===== config.mk =====
export PLATFORM = sky130hd
export DESIGN_NAME = default_slave
export DESIGN_NICKNAME = d
export VERILOG_FILES = /design/src/rtl/default_slave.sv
export SDC_FILE = /design/constraint.sdc
export NUM_CORES = 1
export LEC_CHECK = 0
export ABC_AREA = 1
export BUFFER_PORTS_ARGS = -buffer_cell sky130_fd_sc_hd__buf_2
export CAP_MARGIN = 20
export CORE_MARGIN = 2
export CORE_UTILIZATION = 35
export CTS_CLUSTER_DIAMETER = 150
export CTS_CLUSTER_SIZE = 24
export DETAILED_ROUTE_END_ITERATION = 10
export GPL_TIMING_DRIVEN = 0
export PLACE_DENSITY = 0.67
export SYNTH_ARGS = -nofsm -noshare
export SYNTH_HDL_FRONTEND = slang
export SYNTH_SLANG_ARGS = --single-unit
export TNS_END_PERCENT = 5

===== constraint.sdc =====
create_clock -name clk -period 2.2 [get_ports clk]
set_input_delay 0.33 -clock clk [delete_from_list [all_inputs] [get_ports clk]]
set_output_delay 0.33 -clock clk [all_outputs]
set_load 0.02 [all_outputs]

===== src/rtl/default_slave.sv =====
// Default slave for the interconnect: it accepts any read or write that decodes
// to no mapped target and ends it with a DECERR response.
module default_slave #(
    parameter int IDS_BITS  = 8,
    parameter int DATA_BITS = 32,
    parameter int LEN_BITS  = 4
) (
    input  logic                 clk,
    input  logic                 rst,

    input  logic [IDS_BITS-1:0]  arid_i,
    input  logic [LEN_BITS-1:0]  arlen_i,
    input  logic                 arvalid_i,
    output logic                 arready_o,

    output logic [IDS_BITS-1:0]  rid_o,
    output logic [DATA_BITS-1:0] rdata_o,
    output logic [1:0]           rresp_o,
    output logic                 rlast_o,
    output logic                 rvalid_o,
    input  logic                 rready_i,

    input  logic [IDS_BITS-1:0]  awid_i,
    input  logic [LEN_BITS-1:0]  awlen_i,
    input  logic                 awvalid_i,
    output logic                 awready_o,

    input  logic                 wlast_i,
    input  logic                 wvalid_i,
    output logic                 wready_o,

    output logic [IDS_BITS-1:0]  bid_o,
    output logic [1:0]           bresp_o,
    output logic                 bvalid_o,
    input  logic                 bready_i
);

    localparam logic [1:0] RESP_DECERR = 2'b11;

    typedef enum logic {
        R_IDLE,
        R_DATA
    } r_state_e;

    typedef enum logic [1:0] {
        W_IDLE,
        W_DATA,
        W_RESP
    } w_state_e;

    r_state_e            r_state_q, r_state_d;
    logic [IDS_BITS-1:0] r_id_q,    r_id_d;
    logic [LEN_BITS-1:0] r_len_q,   r_len_d;
    logic [LEN_BITS-1:0] r_cnt_q,   r_cnt_d;
    logic                r_last;

    w_state_e            w_state_q, w_state_d;
    logic [IDS_BITS-1:0] w_id_q,    w_id_d;

    // ------------------------------------------------------------------
    // Read channel
    // ------------------------------------------------------------------
    // NOTE: sequential state uses non-blocking assignments so every register
    // samples pre-edge values regardless of statement order.
    always_ff @(posedge clk) begin
        if (!rst) begin
            r_state_q <= R_IDLE;
            r_id_q    <= '0;
            r_len_q   <= '0;
            r_cnt_q   <= '0;
        end else begin
            r_state_q <= r_state_d;
            r_id_q    <= r_id_d;
            r_len_q   <= r_len_d;
            r_cnt_q   <= r_cnt_d;
        end
    end

    // The final beat is detected by equality, so len=15 ends before the counter wraps.
    assign r_last = (r_cnt_q == r_len_q);

    always_comb begin
        // NOTE: every variable gets a default first so no path infers a latch.
        r_state_d = r_state_q;
        r_id_d    = r_id_q;
        r_len_d   = r_len_q;
        r_cnt_d   = r_cnt_q;
        case (r_state_q)
            R_IDLE: begin
                if (arvalid_i) begin
                    r_state_d = R_DATA;
                    r_id_d    = arid_i;
                    r_len_d   = arlen_i;
                    r_cnt_d   = '0;
                end
            end
            R_DATA: begin
                if (rready_i) begin
                    if (r_last) begin
                        r_state_d = R_IDLE;
                    end else begin
                        r_cnt_d = r_cnt_q + 1'b1;
                    end
                end
            end
            default: r_state_d = R_IDLE;
        endcase
    end

    assign arready_o = (r_state_q == R_IDLE);
    assign rvalid_o  = (r_state_q == R_DATA);
    assign rid_o     = rvalid_o ? r_id_q : '0;
    assign rdata_o   = '0;
    assign rresp_o   = rvalid_o ? RESP_DECERR : 2'b00;
    assign rlast_o   = rvalid_o & r_last;

    // ------------------------------------------------------------------
    // Write channel
    // ------------------------------------------------------------------
    always_ff @(posedge clk) begin
        if (!rst) begin
            w_state_q <= W_IDLE;
            w_id_q    <= '0;
        end else begin
            w_state_q <= w_state_d;
            w_id_q    <= w_id_d;
        end
    end

    // awlen_i is intentionally unused: wlast_i alone closes the burst.
    always_comb begin
        w_state_d = w_state_q;
        w_id_d    = w_id_q;
        case (w_state_q)
            W_IDLE: begin
                if (awvalid_i) begin
                    w_state_d = W_DATA;
                    w_id_d    = awid_i;
                end
            end
            W_DATA: begin
                if (wvalid_i && wlast_i) begin
                    w_state_d = W_RESP;
                end
            end
            W_RESP: begin
                if (bready_i) begin
                    w_state_d = W_IDLE;
                end
            end
            default: w_state_d = W_IDLE;
        endcase
    end

    assign awready_o = (w_state_q == W_IDLE);
    assign wready_o  = (w_state_q == W_DATA);
    assign bvalid_o  = (w_state_q == W_RESP);
    assign bid_o     = bvalid_o ? w_id_q : '0;
    assign bresp_o   = bvalid_o ? RESP_DECERR : 2'b00;

    logic unused_awlen;
    assign unused_awlen = ^awlen_i;

endmodule


==> results.py, run 1 <==
metrics = {
    "setup_path": {
        "r2r_slack_ns": 0.84,
        "worstSetupPathType": "reg2out",
        "crit_required_ns": 1.87,
        "end_kind": "output pin",
        "worstSetupStartpointType": "flop",
        "cp_max_fo": 8,
        "arrival_ns": 1.46,
    },
    "power": {
        "p_leak_nw": 1.189,
        "p_per_area_nw_per_um2": 643.2,
        "peakVddDrop_v": 0.0004365,
    },
    "routing": {
        "first_iter_violations": 64,
        "drt-wirelength-per-cell_um": 8.939,
        "vias": 1455,
        "drt_first_pass_iters": 4,
        "ant_nets": 0,
        "post-route-drc-count": 0,
        "vias_per_cell": 4.019,
        "wl_mm": 3.236,
    },
    "cts": {
        "cts_setup_buffers": 0,
        "ctsRootBufferMaster": "clkbuf_8",
        "cts-buffers-inserted": 3,
        "clk_path_buf_depth": 2,
        "clk_latency_ns": 0.27,
        "cts_resized": 0,
        "path_clk_slew_ns": 0.10,
        "cts_hold_buf": 0,
        "cts_sinks": 27,
        "ctsHtreeMaxLevel": 1,
        "cts_tree": "yes",
    },
    "yosys": {
        "syn-mean-instance-area_um2": 6.803,
        "synth_area_um2": 1524,
        "synth.area.top_cells": "dfxtp_1 (35%), buf_4 (19%), inv_1 (8.6%)",
        "synth_area_leader_cell": "dfxtp_1",
        "synth_top_cell_area_share": 0.3547,
        "ys_warn_count": 0,
        "ys_seq_elements": 27,
        "synth_cell_type_count": 19,
        "synth_cells": 224,
        "synth_seq_area_share": 0.3547,
    },
    "timing": {
        "fin_crit_ns": 1.790,
        "slew_viol_final": 0,
        "tns_ns": 0,
        "setup_viol": 0,
        "finalHoldViolCount": 0,
        "grt_setup_unrepaired": "false",
        "fmax_mhz": 558.7,
        "fin_crit_sh": 0.8135,
        "finClkSkew_ns": 0.003623,
    },
    "global_route": {
        "grt_pass1_wl_mm": 5.533,
        "grt_pass1_vias": 1327,
        "use_met3": 0.03752,
        "grt-ovfl-total": 0,
        "antenna_found_initial": 0,
        "gr-max-usage-layer": "met2",
        "grt_use_met1": 0.1557,
        "use_met2": 0.2444,
        "grt_max_degree": 17,
        "track_usage": 0.1347,
    },
    "layout": {
        "area_delta_synth_final_pct": 32.35,
        "insertedDiodeCount": 0,
        "drive_gt1_frac": 0.3365,
        "final_core_util": 0.4936,
        "final_net_count": 346,
    },
    "floorplanning": {
        "die_area_um2": 4898,
        "initial_core_util": 0.3729,
        "die_width_um": 69.99,
        "floorplan.rows": 23,
        "core_area_um2": 4086,
        "ios": 90,
        "dieHeight_um": 69.99,
    },
    "job": {
        "cap_violations": 0,
    },
    "min_path": {
        "hp-class": "in2reg",
    },
    "placed_design": {
        "hpwl_mm": 2.540,
        "numPortBuffers": 53,
        "place_congestion": 0.7544,
    },
    "outcome": {
        "status": "finished clean",
    },
}
==> worst paths after layout <==
path | end | cells after the start | startpoint
worst max-delay path | bid_o[3] | 5 | w_state_q[1]$_SDFFE_PN0P_
worst min-delay path | r_id_q[4]$_SDFFE_PN0P_ | 3 | arid_i[4]
worst max register to register | r_cnt_q[1]$_SDFFE_PN0P_ | 7 | rvalid_o$_SDFF_PN0_
worst min register to register | w_id_q[7]$_SDFFE_PN0P_ | 2 | w_id_q[7]$_SDFFE_PN0P_
==> stage by stage <==
step | power [mW] | std cells | worst slack [ns] | hold WS, ns | cell area (um2)
CTS | 1.313 | 362 | 0.3866 | 0.2925 | 2017
finish | 1.297 | 362 | 0.4103 | 0.2975 | 2017
floorplan | 0.9115 | 255 | 0.5224 | 0.4294 | 1640
global placement | 1.012 | 358 | 0.7115 | 0.4387 | 1968
detailed placement | 1.018 | 358 | 0.7047 | 0.4433 | 1968
global route | 1.389 | 362 | 0.2652 | 0.3150 | 2017
==> worst max-delay path, stage by stage, from the launching register on <==
cell and delay, ns:
dfxtp_1 0.37, inv_1 0.06, nor2_1 0.24, inv_1 0.21, nor2_1 0.13, buf_2 0.17
==> cell usage in the layout (no fill, tap or decap), drive strengths merged <==
master,count
nand4,1
clkbuf,4
o211ai,1
clkinvlp,1
nand3,5
inv,35
xor2,1
nand2,35
buf,93
nor2,37
a21oi,16
ha,1
o21ai,23
conb,32
dfxtp,27
==> where the power goes <==
group | switching, mW | leakage, nW | internal, mW
Clock | 0.163 | 0.0217 | 0.129
Combinational | 0.268 | 0.944 | 0.164
Sequential | 0.0309 | 0.224 | 0.543
Total | 0.462 | 1.19 | 0.835
==> flip-flops by register name, indices dropped and copies added (netlist names) <==
signal,cells
r_cnt_q,4
w_state_q,2
rvalid_o,1
w_id_q,8
r_len_q,4
r_id_q,8
==> kinds of logic (layout without fill, tap and decap cells) <==
kind of cell	count (synthesis)	after routing	share of synthesized area
simple gates	78	78	0.2110
xor+xnor	1	1	0.005748
buf+inv	76	133	0.2824
flops	27	27	0.3547
fa+ha+maj	1	1	0.008209
compound gates	40	40	0.1355
other cells	1	32	0.002461
==> synthesized netlist by cell type <==
| master | number |
|---|---|
| a21oi_2 | 1 |
| conb_1 | 1 |
| dfxtp_1 | 27 |
| ha_1 | 1 |
| o211ai_1 | 1 |
| xor2_1 | 1 |
| nand3_2 | 1 |
| inv_1 | 35 |
| nand2_1 | 32 |
| nor2_2 | 3 |
| nand2_2 | 3 |
| nor2_1 | 34 |
| nand4_1 | 1 |
| nand3_1 | 4 |
| clkbuf_1 | 1 |
| buf_4 | 38 |
| a21oi_1 | 15 |
| buf_2 | 2 |
| o21ai_0 | 23 |
==> per-layer routing <==
layer	routed length (um)	vias to the layer above	share of wire
met1	1460	616	0.45
met2	1513	44	0.47
met5	0	-	0
li1	-	791	-
met4	40	0	0.012
met3	221	4	0.068
==> cell type report <==
cell class,count,area [um2]
fill,434,2069
tap,50,62.56
clock buffer,3,41.29
multi-input combinational,152,669.4
timing repair buffer,53,265.3
sequential,27,540.5
buffer,41,299.0
clock inverter,1,7.507
inverter,35,131.4
(Power assumes the default switching activity.)
==> run 2: changes to the inputs <==
- ABC_AREA: 1 -> 0
- PLACE_DENSITY: 0.67 -> 0.66
- clock period: 2.2 -> 1.7 ns (I/O delays scaled with it)
==> results.py, run 2 <==
metrics = {
    "routing": {
        "drt_first_pass_iters": 2,
        "vias_per_cell": 3.994,
        "post-route-drc-count": 0,
        "drt-wirelength-per-cell_um": 9.364,
        "wl_mm": 3.034,
        "first_iter_violations": 27,
        "vias": 1294,
        "ant_nets": 0,
    },
    "setup_path": {
        "critPathLaunch": "rvalid_o$_SDFF_PN0_",
        "worstSetupPathType": "reg2out",
        "crit_required_ns": 1.44,
        "timing.rr.start": "r_cnt_q[3]$_SDFFE_PN0P_",
        "cp_max_fo": 10,
        "arrival_ns": 1.35,
        "end_kind": "output pin",
        "worstSetupStartpointType": "flop",
    },
    "power": {
        "seqPwrFrac": 0.483,
        "p_leak_nw": 1.095,
        "p_sw_frac": 0.2950,
        "p_per_area_nw_per_um2": 688.6,
        "p_switching_mw": 0.4222,
        "p_int_mw": 1.009,
        "p_total_mw": 1.431,
        "peakVddDrop_v": 0.0003143,
        "p_comb_frac": 0.263,
        "clkPwrFrac": 0.254,
    },
    "global_route": {
        "use_met2": 0.2004,
        "use_met3": 0.03134,
        "grt-ovfl-total": 0,
        "grt_pass1_vias": 1082,
        "antenna_found_initial": 0,
        "grt_pass1_wl_mm": 4.795,
        "grt_max_degree": 15,
        "grt_use_met1": 0.1421,
        "track_usage": 0.1195,
        "gr-max-usage-layer": "met2",
    },
    "cts": {
        "cts_tree": "yes",
        "ctsHtreeMaxLevel": 1,
        "clk_latency_ns": 0.27,
        "cts-buffers-inserted": 3,
        "path_clk_slew_ns": 0.09,
        "cts_sinks": 27,
        "clk_path_buf_depth": 2,
        "ctsRootBufferMaster": "clkbuf_8",
        "cts_hold_buf": 0,
    },
    "min_path": {
        "hp-start": "arid_i[5]",
        "hp-class": "in2reg",
    },
    "layout": {
        "layout_common_cells": "buf_2 (56), buf_4 (38), conb_1 (32)",
        "reg_top3": "r_id_q x8, w_id_q x8",
        "layout_commonest_cell": "buf_2",
        "insertedDiodeCount": 0,
        "final_core_util": 0.4806,
        "final_net_count": 306,
        "drive_gt1_frac": 0.3971,
        "area_delta_synth_final_pct": 33.20,
    },
    "placed_design": {
        "numPortBuffers": 53,
        "hpwl_mm": 2.417,
        "place_congestion": 0.7552,
        "place_ws_ns": 0.2648,
    },
    "yosys": {
        "synth_top_cell_area_share": 0.3464,
        "synth_seq_area_share": 0.3464,
        "ys_warn_count": 0,
        "synth_area_um2": 1560,
        "synthArstFlopShare": 0,
        "post-synth-top-count-cell": "buf_4",
        "synth.area.top_cells": "dfxtp_1 (35%), buf_4 (17%), mux2i_1 (7.7%)",
        "synthTopCellsByCount": "buf_4 (36), nand2_1 (29), dfxtp_1 (27), and2_1 (18)",
        "ys_seq_elements": 27,
        "synth_cell_type_count": 27,
        "synth_edf_count": 0,
        "ys.flop_type": "dfxtp_1",
        "syn-mean-instance-area_um2": 8.573,
        "synth_cells": 182,
        "synth_area_leader_cell": "dfxtp_1",
    },
    "outcome": {
        "status": "finished clean",
    },
    "floorplanning": {
        "ios": 90,
        "initial_core_util": 0.3608,
        "die_area_um2": 5008,
        "core_area_um2": 4324,
        "die_width_um": 70.77,
        "floorplan.rows": 24,
        "dieHeight_um": 70.77,
    },
    "timing": {
        "whs_ns": 0.2164,
        "grt_setup_unrepaired": "false",
        "fin_crit_ns": 1.609,
        "slew_viol_final": 0,
        "setup_viol": 0,
        "fmax_mhz": 621.4,
        "fin_crit_sh": 0.9466,
        "setup_slack_ns": 0.09084,
        "finalHoldViolCount": 0,
        "tns_ns": 0,
        "finClkSkew_ns": 0.003348,
    },
    "job": {
        "cap_violations": 0,
    },
}
[run 2: power groups by stage]
| stage | combinational [mW] | clock, mW | sequential [mW] |
|---|---|---|---|
| 2_1_floorplan | 0.279 | 0 | 0.703 |
| 3_3_place_gp | 0.359 | 0 | 0.705 |
| 3_5_place_dp | 0.362 | 0 | 0.707 |
| 4_1_cts | 0.364 | 0.377 | 0.692 |
| 5_1_grt | 0.408 | 0.412 | 0.698 |
| 6_report | 0.376 | 0.364 | 0.691 |
[run 2: timing repair]
item                       4_1_cts  5_1_grt
gates resized for setup          1        3
setup endpoints to repair        8        1
pin swaps                        0        1
cloned                           0        0
buffers inserted                 0        2
[run 2: worst max-delay path, cell delays in order, from the launching register on]
cell      delay [ns]
dfxtp_1         0.49
clkbuf_2        0.27
and2_1          0.16
buf_2           0.16
[run 2: kinds of logic after synthesis]
family,Yosys count,share of synthesized area
buffers and inverters,46,0.2093
AOI/OAI and AO/OA,16,0.07779
muxes,12,0.07699
adders and majority gates,1,0.008018
other,1,0.002403
xor gates and xnor gates,4,0.02245
and+or+nand+nor,75,0.2566
DFF,27,0.3464
[run 2: layout make-up]
type	count	area [um2]
sequential	27	543.0
clock buffer	4	45.04
buffer	44	320.3
multi-input combinational	140	817.0
inverter	2	7.507
tap	52	65.06
timing repair buffer	55	280.3
fill	434	2246
[run 2: per-stage QoR]
step	cells	instance area, um2
6_report	324	2078
5_1_grt	324	2078
4_1_cts	322	2053
3_5_place_dp	318	2007
3_3_place_gp	318	2007
2_1_floorplan	213	1677
[run 2: path summary, 6_finish.rpt]
kind	end	slack (ns)	depth (start not counted)
min	r_id_q[5]$_SDFFE_PN0P_	0.22	3
max	rid_o[1]	0.09	3
max reg2reg	r_cnt_q[0]$_SDFFE_PN0P_	0.44	5
min reg2reg	r_id_q[4]$_SDFFE_PN0P_	0.46	2
[run 2: per-layer routing]
layer  part of all wire  up-vias  wire (um)
li1                   -      698          -
met1               0.43      536       1314
met2               0.45       54       1374
met3              0.094        6        286
met4              0.019        0         58
met5                  0        -          0
==> run 3: changes to the inputs <==
- CORE_UTILIZATION: 35 -> 30
- PLACE_DENSITY: 0.66 -> 0.58
==> results.py, run 3 (same netlist as run 2, synthesis figures left out) <==
metrics = {
    "layout": {
        "final_net_count": 304,
        "drive_gt1_frac": 0.3926,
        "multi_input_area_um2": 817.0,
        "finalInstanceArea_um2": 2086,
        "area_delta_synth_final_pct": 33.68,
        "insertedDiodeCount": 0,
        "reg_top3": "r_id_q x8, w_id_q x8",
        "layout_common_cells": "buf_2 (56), buf_4 (36), conb_1 (32)",
        "fill_cells": 547,
        "final_core_util": 0.4110,
        "regArea_um2": 543.0,
        "layout_commonest_cell": "buf_2",
    },
    "placed_design": {
        "hpwl_mm": 2.497,
        "place_congestion": 0.7658,
        "postPlaceCellArea_um2": 2029,
        "numPortBuffers": 53,
    },
    "timing": {
        "slew_viol_final": 0,
        "fmax_mhz": 624.1,
        "whs_ns": 0.2233,
        "finalHoldViolCount": 0,
        "fin_crit_sh": 0.9425,
        "grt_setup_unrepaired": "false",
        "tns_ns": 0,
        "setup_viol": 0,
        "fin_crit_ns": 1.602,
        "finClkSkew_ns": 0.003372,
    },
    "cts": {
        "clk_latency_ns": 0.27,
        "ctsHtreeMaxLevel": 1,
        "cts_sinks": 27,
        "clk_path_buf_depth": 2,
        "cts_hold_buf": 0,
        "path_clk_slew_ns": 0.09,
        "cts_tree": "yes",
        "cts-buffers-inserted": 3,
        "ctsRootBufferMaster": "clkbuf_8",
    },
    "routing": {
        "vias_per_cell": 3.668,
        "drt-wirelength-per-cell_um": 9.024,
        "ant_nets": 0,
        "drt_first_pass_iters": 3,
        "vias": 1247,
        "wl_mm": 3.068,
        "post-route-drc-count": 0,
        "first_iter_violations": 19,
    },
    "setup_path": {
        "ff2ff_path_depth": 3,
        "crit_required_ns": 1.44,
        "worstSetupStartpointType": "flop",
        "timing.rr.start": "r_len_q[3]$_SDFFE_PN0P_",
        "r2r-end": "rvalid_o$_SDFF_PN0_",
        "worstSetupPathType": "reg2out",
        "arrival_ns": 1.35,
        "r2r_slack_ns": 0.54,
        "end_kind": "output pin",
        "cp_max_fo": 4,
    },
    "min_path": {
        "holdPathEnd": "r_id_q[2]$_SDFFE_PN0P_",
        "holdPathStages": 3,
        "hp-class": "in2reg",
        "hp-start": "arid_i[2]",
    },
    "power": {
        "p_per_area_nw_per_um2": 673.9,
        "peakVddDrop_v": 0.0003626,
        "p_leak_nw": 1.085,
    },
    "floorplanning": {
        "ios": 90,
        "floorplan.rows": 26,
        "core_area_um2": 5075,
        "dieHeight_um": 76.12,
        "die_area_um2": 5793,
        "die_width_um": 76.12,
        "initial_core_util": 0.3074,
    },
    "global_route": {
        "antenna_found_initial": 0,
        "grt_max_degree": 15,
        "grt_pass1_wl_mm": 5.119,
        "grt_pass1_vias": 1148,
        "grt-ovfl-total": 0,
        "track_usage": 0.1085,
    },
    "job": {
        "cap_violations": 0,
    },
    "outcome": {
        "status": "finished clean",
    },
}
run 3: worst max-delay path, stage by stage, from the launching register on:
cell	delay [ns]
dfxtp_1	0.35
xnor2_1	0.22
nand4_2	0.20
nor2_1	0.14
buf_2	0.17
run 3: layer usage:
metal | up-vias | wire length, um | global-route usage | part of all wire
li1 | 692 | - | - | -
met1 | 497 | 1377 | 0.1259 | 0.45
met2 | 53 | 1362 | 0.1875 | 0.44
met3 | 5 | 284 | 0.03555 | 0.093
met4 | 0 | 43 | 0.03818 | 0.014
met5 | - | 0 | 0 | 0
run 3: worst max path at each step:
stage                     cells after the start                    start        to
after CTS                                     4  r_cnt_q[2]$_SDFFE_PN0P_   rlast_o
after global placement                        3      rvalid_o$_SDFF_PN0_  rid_o[6]
after global routing                          4  r_len_q[3]$_SDFFE_PN0P_   rlast_o
final                                         4  r_len_q[3]$_SDFFE_PN0P_   rlast_o
after detailed placement                      3      rvalid_o$_SDFF_PN0_  rid_o[6]
after floorplan                               2      rvalid_o$_SDFF_PN0_   rlast_o
run 3: stage by stage:
stage / total power [mW] / worst slack, ns / std cells
after global routing: 1.500 / 0.0008914 / 340
after floorplan: 0.9823 / 0.3248 / 213
after detailed placement: 1.071 / 0.2604 / 336
after CTS: 1.438 / 0.02999 / 340
after global placement: 1.067 / 0.2603 / 336
final: 1.405 / 0.09779 / 340
run 3: area by class of cell:
cell class,instances,share of cell area
timing repair buffer,53,0.1272
clock buffer,4,0.02160
tap,70,0.04199
sequential,27,0.2603
multi-input combinational,140,0.3917
inverter,2,0.003599
buffer,44,0.1536
run 3: timing repair:
item | CTS | global route
endpoints found under the setup margin | 8 | 6
setup buffers | 0 | 0
resized for setup | 1 | 3
run 3: where the power goes:
| part | total (mW) | leakage (nW) | internal [mW] | switching [mW] |
|---|---|---|---|---|
| Combinational | 0.362 | 0.840 | 0.163 | 0.199 |
| Clock | 0.351 | 0.0228 | 0.168 | 0.183 |
| Sequential | 0.692 | 0.222 | 0.669 | 0.0239 |
